==> src/rtl/kernel3_fifo_srl_ctrl.sv <==
// kernel3_fifo_srl_ctrl
// Occupancy/pointer controller for a shift-register (SRL) FIFO store.
// It turns the producer write handshake and the consumer read handshake into
// a storage shift-enable and a storage read address. It also exports registered
// full/empty flags and the current word count.
// The storage shifts toward higher indices on srl_we, so the oldest word
// always sits at index count-1. The read pointer tracks that index.
module kernel3_fifo_srl_ctrl #(
    parameter int unsigned DATA_WIDTH = 32,
    parameter int unsigned ADDR_WIDTH = 1,
    parameter int unsigned DEPTH      = 2
) (
    input  logic                  clk,
    input  logic                  reset,
    input  logic                  if_write_ce,
    input  logic                  if_write,
    input  logic [DATA_WIDTH-1:0] if_din,
    output logic                  if_full_n,
    input  logic                  if_read_ce,
    input  logic                  if_read,
    output logic [DATA_WIDTH-1:0] if_dout,
    output logic                  if_empty_n,
    output logic [ADDR_WIDTH:0]   num_data_valid,
    output logic                  srl_we,
    output logic [ADDR_WIDTH-1:0] srl_addr,
    output logic [DATA_WIDTH-1:0] srl_din,
    input  logic [DATA_WIDTH-1:0] srl_dout
);

    localparam int unsigned CNT_W = ADDR_WIDTH + 1;

    logic [CNT_W-1:0]      count_q, count_d;
    logic [ADDR_WIDTH-1:0] ptr_q, ptr_d;
    logic                  empty_n_q, empty_n_d;
    logic                  full_n_q, full_n_d;
    logic                  push, pop;

    // Accepted transfers, qualified by the clock enables and the registered flags
    always_comb begin
        push = if_write & if_write_ce & full_n_q;
        pop  = if_read & if_read_ce & empty_n_q;
    end

    // Next count and pointer. The pointer holds count-1 and stays at 0 while empty.
    always_comb begin
        count_d = count_q;
        ptr_d   = ptr_q;
        if (push && !pop) begin
            count_d = count_q + CNT_W'(1);
            if (count_q != '0) begin
                ptr_d = ptr_q + ADDR_WIDTH'(1);
            end
        end else if (pop && !push) begin
            count_d = count_q - CNT_W'(1);
            if (count_q != CNT_W'(1)) begin
                ptr_d = ptr_q - ADDR_WIDTH'(1);
            end
        end
        empty_n_d = (count_d != '0);
        full_n_d  = (count_d != CNT_W'(DEPTH));
    end

    // State registers; storage contents are left untouched by reset
    always_ff @(posedge clk or posedge reset) begin
        if (reset) begin
            count_q   <= '0;
            ptr_q     <= '0;
            empty_n_q <= 1'b0;
            full_n_q  <= 1'b1;
        end else begin
            count_q   <= count_d;
            ptr_q     <= ptr_d;
            empty_n_q <= empty_n_d;
            full_n_q  <= full_n_d;
        end
    end

    // Storage controls are pass-through; the flags and count come straight from flops
    always_comb begin
        srl_we         = push;
        srl_din        = if_din;
        srl_addr       = ptr_q;
        if_dout        = srl_dout;
        if_empty_n     = empty_n_q;
        if_full_n      = full_n_q;
        num_data_valid = count_q;
    end

endmodule

==> config.mk <==
export PLATFORM = sky130hd
export DESIGN_NAME = kernel3_fifo_srl_ctrl
export DESIGN_NICKNAME = d
export VERILOG_FILES = /design/src/rtl/kernel3_fifo_srl_ctrl.sv
export SDC_FILE = /design/constraint.sdc
export NUM_CORES = 1
export LEC_CHECK = 0
export BUFFER_PORTS_ARGS = -buffer_cell sky130_fd_sc_hd__buf_2
export CORE_ASPECT_RATIO = 1.25
export CORE_MARGIN = 4
export CORE_UTILIZATION = 24
export DETAILED_ROUTE_END_ITERATION = 12
export GPL_ROUTABILITY_DRIVEN = 0
export PLACE_DENSITY = 0.74
export SLEW_MARGIN = 25
export SYNTH_ARGS = -nofsm -noshare
export SYNTH_HDL_FRONTEND = slang
export SYNTH_SLANG_ARGS = --single-unit
==> constraint.sdc <==
create_clock -name clk -period 1.2 [get_ports clk]
set_input_delay 0 -clock clk [delete_from_list [all_inputs] [get_ports clk]]
set_output_delay 0 -clock clk [all_outputs]
set_load 0.01 [all_outputs]
==> flow_summary.ini <==
[status]
status = complete, but fails checks
violations = negative setup slack

[yosys]
synthAdderAreaFrac_pct = 6.36
synth.cell_area_sq_um = 787
synth_fp_nets = 170
synth_top_family_by_area = buffers and inverters
yosys-top-cells-count = 64 x buf_4, 5 x inv_1, 4 x dfrtp_1, 4 x ha_1, 3 x nand2_1
synth.top_cell.area_share_pct = 61.0
ys_types = 20
postSynthAreaPerCell_sq_um = 8.20
yosysTopAreaCell = buf_4
netlist_instances = 96
yosysMostFrequentCell = buf_4
synth-seq-cells = 5
yosys_warnings = 0
synth_mux_area_share_pct = 0
synth_compound_area_share_pct = 5.41
synthArstFlopShare_pct = 100
ys_seq_area_share_pct = 16.1
yosys-top-cells-area = buf_4 61%, dfrtp_1 13%, ha_1 6.4%
synthSimpleGateAreaFrac_pct = 6.52
synthFlopType = dfrtp_1
synth_xor_area_share_pct = 2.23
synth_edf_count = 0

[sta]
fin_worst_skew_ps = 1.34
final_hold_viol_count = 0
rsz0062_at_grt = true
post-route-period-util_pct = 115
worst_slack_ps = -180
max_freq_ghz = 0.725
slew_headroom_pct = 86.8
maxSlewViolCount = 0
setup_violations = 5
tightestPinTransition_ps = 197
fin_crit_ps = 1380

[power_and_ir_drop]
finalPower_mw = 1.31
power_density_nw_per_um2 = 2210
vdd_ir_drop_max_uv = 814
p_leak_nw = 0.265

[critical_path]
timing.rr.start = if_full_n$_DFF_PP1_
r2r-end = srl_addr$_DFFE_PP0P_
path_class = flip-flop to flip-flop
crit_arrival_ps = 1530
reg2reg_slack_ps = -180
start_kind = flip-flop
critPathCaptureType = flip-flop
crit_fanout = 5
crit_required_ps = 1350
rr_worst_depth = 6

[grt]
grt_pass1_vias = 431
grt_first_pass_wirelength_um = 2030
grt.overflow.total = 0
grtUsageTotal_pct = 7.07
antenna_found_initial = 0
grt_max_degree = 7

[hold_path]
min_to = srl_din[2]
hp-class = input port to primary output
hold_depth = 0
hp-start = if_din[2]

[placement]
dp_hpwl_um = 1010
portBuffers = 11
dpl_worst_slack_ps = -171
dp_cells = 84
post_dp_cell_area_sq_um = 462

[detailed_routing]
ant_nets = 0
routedWlPerCell_um = 15.4
vias = 401
drc = 0
drt_iter0_markers = 7
drtPass1Iterations = 2
viasPerCell = 4.31
totalWireLength_um = 1430

[floorplan]
die_h_um = 72.0
dieArea_sq_um = 4270
start_util_pct = 24.6
fp.dieW_um = 59.2
pin_count = 140
std_cell_rows = 23
core_sq_um = 3190

[clocking]
clk_pin_slew_ps = 30
clock_path_buffers = 2
root_buffer = clkbuf_8
htree_levels = 1
cts.sinks = 5
cts_tree = done
clock_latency_ps = 220
cts_buffers = 3

[cells_and_area]
finalNonFillerCells = 93
nFillCells = 341
num_antenna_cells = 0
drive_gt1_share_pct = 64.3
final_nets = 131
finalInstanceArea_sq_um = 593
syn_to_final_growth_pct = -24.6

[run]
maxCapViolCount = 0
[power by group]
| part | internal, mW | leakage (nW) | switching [mW] |
|---|---|---|---|
| combinational | 0.339 | 0.186 | 0.338 |
| clock | 0.228 | 0.0228 | 0.0865 |
| sequential | 0.261 | 0.0558 | 0.0570 |
| total | 0.829 | 0.265 | 0.481 |
[routing by layer]
metal  global-route usage, %  part of all wire (%)
met3                    5.34                    20
met1                    4.31                    22
met5                       0                     0
met2                    6.93                    38
met4                    17.6                    20
[critical path: stages (launching register included)]
cell and delay, ps:
dfstp_2 550, nand3_4 100, inv_4 70, ha_4 150, nor2b_2 50, a211oi_2 220
xor2_1 170
[through the flow]
step | util (%) | setup TNS, ps | hold WS [ps]
finish | 18.6 | -562 | 0.00447
global route | 18.6 | -958 | 0.0150
CTS | 17.2 | -449 | 0.0686
detailed placement | 14.5 | -446 | -91.4
global placement | 14.5 | -229 | -88.4
floorplan | - | -288 | -222
[repair_timing]
action,4_1_cts,5_1_grt
endpoints found under the hold margin,5,0
pin swaps,4,5
gates resized for setup,5,5
setup endpoints to repair,5,6
setup buffers,1,3
hold buffers,1,0
[cell usage in the layout (no fill, tap or decap), drive strengths merged, types with 2 or more instances in the layout]
cell    Yosys  final
buf        64     19
ha          4      4
inv         5      5
clkbuf      0      4
nand2       3      3
o21ai       2      2
dfrtp       4      4
[worst max-delay path by stage]
| stage | to | depth (start not counted) | start | slack [ps] |
|---|---|---|---|---|
| after floorplan | srl_addr$_DFFE_PP0P_ | 6 | if_full_n$_DFF_PP1_ | -150 |
| after global placement | srl_addr$_DFFE_PP0P_ | 6 | if_full_n$_DFF_PP1_ | -90 |
| after detailed placement | srl_addr$_DFFE_PP0P_ | 6 | if_full_n$_DFF_PP1_ | -170 |
| after CTS | srl_addr$_DFFE_PP0P_ | 6 | if_full_n$_DFF_PP1_ | -170 |
| after global routing | srl_addr$_DFFE_PP0P_ | 6 | if_full_n$_DFF_PP1_ | -260 |
| final | srl_addr$_DFFE_PP0P_ | 6 | if_full_n$_DFF_PP1_ | -180 |
[sequential cells by signal, summed over array words and instances (netlist names)]
register and cells:
if_empty_n 1, if_full_n 1, num_data_valid 2, srl_addr 1
[cells by family after synthesis]
| family | count (synthesis) |
|---|---|
| buffers and inverters | 69 |
| XOR/XNOR | 2 |
| AND/OR/NAND/NOR | 10 |
| adder cells (fa/ha/maj) | 4 |
| AO/OA/AOI/OAI | 6 |
| flip-flops | 5 |
[area by class of cell]
| cell class | instances | area [sq um] | area share, % |
|---|---|---|---|
| inverter | 5 | 21.3 | 3.59 |
| tap | 37 | 46.3 | 7.81 |
| clock buffer | 4 | 45.0 | 7.59 |
| timing repair buffer | 20 | 125 | 21.1 |
| multi-input combinational | 22 | 228 | 38.4 |
| sequential | 5 | 128 | 21.5 |
Note: power is estimated with default switching activity, not from simulation.
